--- config.mk ---
export PLATFORM = sky130hd
export DESIGN_NAME = tero_sched
export DESIGN_NICKNAME = d
export VERILOG_FILES = /design/src/rtl/tero_pkg.sv /design/src/rtl/tero_watchdog.sv /design/src/rtl/tero_sched.sv
export SDC_FILE = /design/constraint.sdc
export NUM_CORES = 1
export LEC_CHECK = 0
export ABC_AREA = 0
export BUFFER_PORTS_ARGS = -buffer_cell sky130_fd_sc_hd__clkbuf_2
export CAP_MARGIN = 20
export CORE_MARGIN = 4
export CORE_UTILIZATION = 54
export CTS_CLUSTER_SIZE = 28
export DETAILED_ROUTE_END_ITERATION = 12
export PLACE_DENSITY = 0.9
export SLEW_MARGIN = 5
export SYNTH_ARGS = -nofsm -noshare
export SYNTH_HDL_FRONTEND = slang
export SYNTH_HIERARCHICAL = 1
export SYNTH_SLANG_ARGS = --single-unit
--- constraint.sdc ---
create_clock -name CLK -period 4.1 [get_ports CLK]
set_input_delay 0.82 -clock CLK [delete_from_list [all_inputs] [get_ports CLK]]
set_output_delay 0.82 -clock CLK [all_outputs]
set_load 0.05 [all_outputs]
--- src/rtl/tero_pkg.sv ---
// Shared definitions for the TERO scheduler: FSM state encoding, tag width
// and watchdog defaults.
package tero_pkg;

  localparam logic [2:0] S_IDLE  = 3'd0;
  localparam logic [2:0] S_ARM   = 3'd1;
  localparam logic [2:0] S_OSC   = 3'd2;
  localparam logic [2:0] S_EMIT  = 3'd3;
  localparam logic [2:0] S_DRAIN = 3'd4;
  localparam logic [2:0] S_STEP  = 3'd5;
  localparam logic [2:0] S_NEXT  = 3'd6;
  localparam logic [2:0] S_FIN   = 3'd7;

  typedef enum logic [2:0] {
    ST_IDLE  = S_IDLE,
    ST_ARM   = S_ARM,
    ST_OSC   = S_OSC,
    ST_EMIT  = S_EMIT,
    ST_DRAIN = S_DRAIN,
    ST_STEP  = S_STEP,
    ST_NEXT  = S_NEXT,
    ST_FIN   = S_FIN
  } state_t;

  localparam int TAG_W       = 3;
  localparam int CNT_W       = 12;
  localparam int TIMEOUT_DEF = 4095;

endpackage

--- src/rtl/tero_watchdog.sv ---
// OSC-phase cycle counter: cleared before each oscillation, counts while
// enabled and flags expiry on the cycle the count reaches the limit.
module tero_watchdog #(
  parameter int W = 12
) (
  input  logic         clk,
  input  logic         rst,
  input  logic         clear,
  input  logic         enable,
  input  logic [W-1:0] limit,
  output logic         expire
);

  logic [W-1:0] cnt;

  always_ff @(posedge clk or posedge rst) begin
    if (rst) begin
      cnt <= '0;
    end else if (clear) begin
      cnt <= '0;
    end else if (enable) begin
      cnt <= cnt + 1'b1;
    end
  end

  // cnt counts completed OSC cycles, so the limit-th cycle sees limit-1
  assign expire = enable && (cnt == limit - 1'b1);

endmodule

--- src/rtl/tero_sched.sv ---
// Round-robin TERO unit scheduler feeding one serializer path.
// Optional OSC watchdog enabled by defining TERO_SCHED_TIMEOUT_EN.
module tero_sched
  import tero_pkg::*;
#(
  parameter int NUM_UNIT = 4,
  parameter int SEL_W    = 20,
  parameter int TIMEOUT  = TIMEOUT_DEF
) (
  input  logic                  CLK,
  input  logic                  RST,
  input  logic                  START,
  input  logic                  FIXED,
  input  logic [SEL_W-1:0]      SEL_INIT,
  input  logic [SEL_W-1:0]      SEL_LAST,
  input  logic [11:0]           SAMPLES,
  input  logic [NUM_UNIT-1:0]   UNIT_OE,
  input  logic [8*NUM_UNIT-1:0] UNIT_OUT,
  input  logic                  UART_FULL,
  input  logic                  UART_EMPTY,
  output logic [NUM_UNIT-1:0]   CTR,
  output logic [SEL_W-1:0]      RO_SEL,
  output logic [7:0]            DOUT,
  output logic [TAG_W-1:0]      DTAG,
  output logic                  OE,
  output logic                  BUSY,
  output logic                  DONE,
  output logic [NUM_UNIT-1:0]   FAULT
);

  localparam int UW = (NUM_UNIT > 1) ? $clog2(NUM_UNIT) : 1;

  if (NUM_UNIT < 2 || NUM_UNIT > 8 || TIMEOUT < 1 || TIMEOUT > 4095) begin : g_bad_cfg
    $error("tero_sched: NUM_UNIT must be 2..8 and TIMEOUT 1..4095");
  end

  state_t          state;
  logic [UW-1:0]   u;
  logic [CNT_W-1:0] r;
  logic            wrap;
  logic [7:0]      unit_byte [NUM_UNIT];

  for (genvar g = 0; g < NUM_UNIT; g++) begin : g_byte
    assign unit_byte[g] = UNIT_OUT[8*g +: 8];
  end

  assign wrap = (u == UW'(NUM_UNIT - 1));

`ifdef TERO_SCHED_TIMEOUT_EN
  logic                wd_expire;
  logic [NUM_UNIT-1:0] fault;

  tero_watchdog #(
    .W(CNT_W)
  ) u_watchdog (
    .clk   (CLK),
    .rst   (RST),
    .clear (state == ST_ARM),
    .enable(state == ST_OSC),
    .limit (CNT_W'(TIMEOUT)),
    .expire(wd_expire)
  );

  assign FAULT = fault;
`else
  assign FAULT = '0;
`endif

  // All outputs are registered; each is updated on the transition into the
  // state that owns it, so CTR drops and OE rises on the same edge.
  always_ff @(posedge CLK or posedge RST) begin
    if (RST) begin
      state  <= ST_IDLE;
      u      <= '0;
      r      <= '0;
      CTR    <= '0;
      RO_SEL <= '0;
      DOUT   <= '0;
      DTAG   <= '0;
      OE     <= 1'b0;
      BUSY   <= 1'b0;
      DONE   <= 1'b0;
`ifdef TERO_SCHED_TIMEOUT_EN
      fault  <= '0;
`endif
    end else begin
      OE <= 1'b0;
      case (state)
        ST_IDLE: begin
          BUSY <= 1'b0;
          DONE <= 1'b0;
          if (START) begin
            RO_SEL <= SEL_INIT;
            u      <= '0;
            r      <= '0;
`ifdef TERO_SCHED_TIMEOUT_EN
            fault  <= '0;
`endif
            BUSY   <= 1'b1;
            state  <= ST_ARM;
          end
        end
        ST_ARM: begin
          CTR   <= NUM_UNIT'(1) << u;
          state <= ST_OSC;
        end
        ST_OSC: begin
          if (UNIT_OE[u]) begin
            CTR   <= '0;
            DOUT  <= unit_byte[u];
            DTAG  <= TAG_W'(u);
            OE    <= 1'b1;
            state <= ST_EMIT;
          end
`ifdef TERO_SCHED_TIMEOUT_EN
          else if (wd_expire) begin
            CTR      <= '0;
            fault[u] <= 1'b1;
            state    <= ST_STEP;
          end
`endif
        end
        ST_EMIT: begin
          state <= UART_FULL ? ST_DRAIN : ST_STEP;
        end
        ST_DRAIN: begin
          if (!UART_FULL && UART_EMPTY) begin
            state <= ST_STEP;
          end
        end
        ST_STEP: begin
          u <= wrap ? '0 : u + 1'b1;
          if (wrap) begin
            r <= r + 1'b1;
          end
          if (!START) begin
            BUSY  <= 1'b0;
            state <= ST_IDLE;
          end else if (wrap && (r == SAMPLES) && !FIXED) begin
            state <= ST_NEXT;
          end else begin
            state <= ST_ARM;
          end
        end
        ST_NEXT: begin
          if (RO_SEL == SEL_LAST) begin
            DONE  <= 1'b1;
            BUSY  <= 1'b0;
            state <= ST_FIN;
          end else begin
            RO_SEL <= RO_SEL + 1'b1;
            r      <= '0;
            state  <= ST_ARM;
          end
        end
        ST_FIN: begin
          if (!START) begin
            DONE  <= 1'b0;
            state <= ST_IDLE;
          end
        end
        default: state <= ST_IDLE;
      endcase
    end
  end

endmodule

==> run metrics, run 1 <==
status completed; HPWL after DPL 7870 um; VDD IR-drop max 0.000459 V; DR vias/cell 6.25; Comb power frac 0.548; Placed Cells incl. Taps 573; fill cell count 507; PD cells 722 nW/um^2; Starting Density 0.561; Routability Congestion 0.908; Die Span X 89.7 um; Async SR Flop Fraction 1.00; YS warnings 6; worst hold slack 0.511 ns; Critical Path AT 3.05 ns; Max-Cap Viols 0; pre-CTS setup slack 0.974 ns; Routed Antenna Nets 0; final net count 603; CP Class reg -> reg; via count 3,634; crit-path leading delay family simple AND/OR/NAND/NOR gates; sw frac 0.525; worst-case clock buffer depth 2; pins over their slew limit 0; final hold vios 0; share of cells above drive strength 1 0.339; drt total wl 10,300 um; Core ar. 6420 sq um; Final period util 0.692; Worst setup SP type register; global-route wire length before repair 15,800 um; EDFF count, synth 0; Std-Cell Rows 29; CTS tree done; #FFs+latches synth 54; CP cell instances ha_1 -> nand3_1 -> and3_4 -> o21bai_1 -> or4_1 -> a21oi_1; Seq/Total Area, Yosys 0.375; largest net degree at the start of global routing 37; register clock-pin slew on the reported worst setup and hold paths 0.10 ns; Sequential Power Share 0.340; Int Pwr 1.49 mW; WP data required 4.31 ns; Worst-Margin Slew 1.02 ns; diode count 0; total die area 8040 sq um; setup total negative slack 0 ns; Hold Crit Class reg -> reg; final core utilization 0.678; Max Clock Freq 353 MHz; Worst path slowest cell dfrtp_1; Synth Cell Area 3600 sq um; hold-fix buffer count after cts 0; Total Routing Usage GR 0.250; area post-placement 4250 sq um; clock skew 0.00824 ns; total power 3.15 mW; max incr delay on CP 0.83 ns; Die H 89.7 um; Worst Path Buf+Inv 0; Initial DRC Count 404; Worst Path Max Fanout 15; RSZ-0062 raised after global routing no; drt first pass iters 5; DRC 0; Clk Latency, worst-skew pair 0.30 ns; design area 4360 sq um; Root Buffer Master clkbuf_8; initial antenna violation count 0; cts bufs inserted 5; Pleak 1.99 nW; Mapped Avg Cell Area 9.30 sq um; io pins 136; clock sinks 54; Switch Pwr 1.65 mW; total grt overflow 0; Mapped Cells 387; cts repair resizes 0; IO buf count 130; crit path time final 2.84 ns; Setup violations, final 0; Critical Path End Type register; Top FF cell, synth dfrtp_1; wire length per cell 17.7 um; H-tree depth 2; number of global-route vias before repair 3,349; clock group share of total power 0.112; Post-CTS Setup Inserts 0; Unique masters post-synth 62; final non-filler cell total 581; setup slack after layout 1.26 ns; P&R area growth vs syn 21.0%; max_slew headroom 0.320
sequential cells by signal (all words and copies together), names as in the netlist, 2 cells and up:
signal,flops
u,2
CTR,4
DOUT,8
r,12
RO_SEL,20
state,3
DTAG,2
cells by family after synthesis:
| family | after synthesis | synth area share |
|---|---|---|
| XOR/XNOR | 33 | 0.0803 |
| AND/OR/NAND/NOR | 124 | 0.185 |
| buffers and inverters | 40 | 0.0500 |
| AO/OA/AOI/OAI | 108 | 0.195 |
| multiplexers | 21 | 0.0935 |
| flip-flops | 54 | 0.375 |
| other | 1 | 0.00104 |
| adder cells (fa/ha/maj) | 6 | 0.0208 |
layer usage:
| metal | track usage | vias up | wire length (um) |
|---|---|---|---|
| met3 | 0.0465 | 32 | 1010 |
| met4 | 0.0650 | 0 | 250 |
| li1 | - | 1663 | - |
| met1 | 0.320 | 1716 | 3890 |
| met5 | 0 | - | 0 |
| met2 | 0.436 | 223 | 5120 |
worst reg2reg max path, cell delays in order (launching register included):
cell      delay (ns)
dfrtp_1         0.83
ha_1            0.39
nand3_1         0.13
and3_4          0.26
o21bai_1        0.37
or4_1           0.59
a21oi_1         0.16
worst paths after layout:
check	start	end	slack (ns)	depth (start not counted)
setup / recovery	u[0]$_DFFE_PP0P_	r[7]$_DFFE_PP0P_	1.26	6
hold / removal	CTR[0]$_DFFE_PP0P_	CTR[0]$_DFFE_PP0P_	0.51	1
setup reg to reg	u[0]$_DFFE_PP0P_	r[7]$_DFFE_PP0P_	1.26	6
hold reg to reg	CTR[0]$_DFFE_PP0P_	CTR[0]$_DFFE_PP0P_	0.51	1
max in group asynchronous	RST	state[1]$_DFFE_PP0P_	2.72	3
min in group asynchronous	RST	DTAG[1]$_DFFE_PP0P_	0.63	2
cells in the mapped netlist (9+ instances only):
| cell type | instances | area (sq um) |
|---|---|---|
| clkbuf_1 | 16 | 60.1 |
| nand3_1 | 16 | 80.1 |
| a21oi_1 | 26 | 130 |
| or3_1 | 10 | 62.6 |
| inv_1 | 11 | 41.3 |
| nor2_1 | 22 | 82.6 |
| nand2_1 | 27 | 101 |
| xor2_1 | 29 | 254 |
| mux2_2 | 11 | 124 |
| o21ai_0 | 30 | 150 |
| dfrtp_1 | 54 | 1350 |
| mux4_2 | 9 | 203 |
layout make-up:
| cell class | instances | area, sq um | share of cell area |
|---|---|---|---|
| sequential | 54 | 1350 | 0.310 |
| timing repair buffer | 133 | 673 | 0.155 |
| clock inverter | 1 | 30.0 | 0.00689 |
| inverter | 12 | 45.0 | 0.0103 |
| multi-input combinational | 297 | 2080 | 0.478 |
| clock buffer | 7 | 76.3 | 0.0175 |
| tap | 77 | 96.3 | 0.0221 |
power groups by stage:
stage / Clock [mW] / Sequential, mW / Combinational (mW)
floorplan: 0 / 1.48 / 0.877
detailed placement: 0 / 1.07 / 1.72
global placement: 0 / 1.06 / 1.68
CTS: 0.357 / 1.06 / 1.73
finish: 0.352 / 1.07 / 1.72
global route: 0.382 / 1.11 / 1.85
cells in the final DEF (no fill, tap or decap), types with 4 or more instances in the layout:
master    count
o22ai_1       4
dfrtp_1      54
xnor2_1       4
inv_1        10
o31ai_1       4
clkbuf_2    130
or3_1        10
a221oi_1      4
nand3_1      16
mux4_2        9
o211ai_1      4
conb_1        5
ha_1          6
and3_1        4
nor3_1        8
o21ai_0      30
xor2_1       29
a21oi_1      26
mux2_2       11
nand4_1       4
or4_1         4
a31oi_1       7
nor2_1       22
nor4_1        6
nand2_1      27
a22o_1        5
clkbuf_8      5
No activity file was read; power rests on OpenSTA's default activity.
==> run 2, diff against run 1 <==
CORE_UTILIZATION = 45   (was 54)
PLACE_DENSITY = 0.8   (was 0.9)
clock period = 2.6 ns   (was 4.1 ns; I/O delays follow)
==> run 2 against run 1 <==
  * Worst hold slack worse by 0.27 ns
  * Die area is 18% higher
  * Critical endpoint is now r[11]$_DFFE_PP0P_
  * Critical path depth stayed put
  * Via count is 1.7% lower
  * Clock power is 63% higher
  * Maximum frequency is 22% higher
  * Sequential share of layout area is 1.2 points lower
  * Cell area is 4.1% higher
==> run metrics, run 2 (same netlist as run 1, synthesis figures left out) <==
status completed; worst-case clock buffer depth 2; total power 5.12 mW; Critical Path End Type register; RSZ-0062 raised after global routing no; R2R Setup Slk 0.27 ns; VDD IR-drop max 0.000580 V; DRC 0; Int Pwr 2.47 mW; Switch Pwr 2.65 mW; share of cells above drive strength 1 0.362; fill cell count 694; Worst Path Max Fanout 7; diode count 0; reg-to-reg endpoint r[11]$_DFFE_PP0P_; crit path time final 2.33 ns; Routability Congestion 0.890; Final period util 0.895; most frequent cells in the layout 130 x clkbuf_2, 54 x dfrtp_1, 30 x o21ai_0; worst flop-to-flop path startpoint u[0]$_DFFE_PP0P_; total die area 9500 sq um; Sequential Power Share 0.303; Std-Cell Rows 32; H-tree depth 2; IO buf count 130; DR vias/cell 5.75; Pleak 2.07 nW; P&R area growth vs syn 26.0%; largest net degree at the start of global routing 29; Top reg by flops RO_SEL; final core utilization 0.584; depth of the most critical reg-to-reg path 6; total grt overflow 0; Total Routing Usage GR 0.219; clock group share of total power 0.112; Hold Crit Class in -> async; drt first pass iters 4; WP data required 2.85 ns; Die Span X 97.5 um; Clk Latency, worst-skew pair 0.32 ns; HPWL after DPL 8150 um; Worst setup SP type register; via count 3,571; setup total negative slack 0 ns; Post-CTS Setup Inserts 0; Placed Cells incl. Taps 613; io pins 136; Starting Density 0.464; sw frac 0.517; max_slew headroom 0.375; initial antenna violation count 0; CTS tree done; design area 4540 sq um; area post-placement 4420 sq um; PD cells 1130 nW/um^2; pins over their slew limit 0; biggest regs RO_SEL: 20 flops, r: 12 flops, DOUT: 8 flops; max reg flops 20; Initial DRC Count 271; Max Clock Freq 430 MHz; Max-Cap Viols 0; clock sinks 54; final net count 618; cts bufs inserted 5; Critical Path AT 2.58 ns; most common cell after layout, fill and taps aside clkbuf_2; Routed Antenna Nets 0; number of global-route vias before repair 3,447; CP Class reg -> reg; Core ar. 7770 sq um; wire length per cell 17.0 um; global-route wire length before repair 17,300 um; Root Buffer Master clkbuf_8; Comb power frac 0.585; final non-filler cell total 621; Die H 97.5 um; clock skew 0.0138 ns; final hold vios 0; Worst-Margin Slew 0.934 ns; drt total wl 10,500 um; Setup violations, final 0; register clock-pin slew on the reported worst setup and hold paths 0.11 ns
run 2: what timing repair did:
| action | in CTS | in global routing |
|---|---|---|
| gates resized for setup | 0 | 1 |
| hold buffers | 0 | 0 |
| setup endpoints to repair | 0 | 13 |
run 2: power groups by stage:
stage | clock (mW) | combinational [mW] | sequential [mW]
global placement | 0 | 2.93 | 1.55
floorplan | 0 | 1.38 | 2.34
detailed placement | 0 | 2.98 | 1.57
global route | 0.617 | 3.21 | 1.61
CTS | 0.585 | 2.99 | 1.55
finish | 0.574 | 2.99 | 1.55
run 2: per-stage QoR:
stage,setup slack (ns),hold WS (ns)
global route,0.0982,0.288
detailed placement,0.0863,0.494
floorplan,0.178,0.516
finish,0.273,0.244
global placement,0.172,0.483
CTS,0.198,0.263
run 2: worst max-delay path by stage:
stage / cells past startpoint / endpoint / startpoint
detailed placement: 7 / RO_SEL[19]$_DFFE_PP0P_ / SEL_LAST[5]
global route: 6 / RO_SEL[19]$_DFFE_PP0P_ / RO_SEL[1]$_DFFE_PP0P_
finish: 6 / r[11]$_DFFE_PP0P_ / u[0]$_DFFE_PP0P_
floorplan: 8 / RO_SEL[19]$_DFFE_PP0P_ / RO_SEL[12]$_DFFE_PP0P_
global placement: 7 / RO_SEL[19]$_DFFE_PP0P_ / SEL_LAST[5]
CTS: 6 / RO_SEL[10]$_DFFE_PP0P_ / RO_SEL[5]$_DFFE_PP0P_
run 2: routing by layer:
| metal | global-route usage | vias up | share of wire | wire length, um |
|---|---|---|---|---|
| li1 | - | 1689 | - | - |
| met1 | 0.302 | 1710 | 0.42 | 4480 |
| met2 | 0.356 | 162 | 0.49 | 5130 |
| met3 | 0.0395 | 10 | 0.076 | 805 |
| met4 | 0.0564 | 0 | 0.012 | 124 |
| met5 | 0 | - | 0 | 0 |
run 2: critical path, stage by stage (launching register included):
cell,delay (ns)
dfrtp_1,0.51
ha_1,0.36
nand3_1,0.15
and3_4,0.23
or3_4,0.40
or4_1,0.47
a21oi_1,0.15
run 2: area by class of cell:
class,count,area (sq um),area share
multi-input cells,297,2090,0.461
inverters,12,45.0,0.00993
clock inverters,2,37.5,0.00828
repair buffers,148,811,0.179
well taps,102,128,0.0281
flip-flops and latches,54,1350,0.298
clock buffers,6,72.6,0.0160
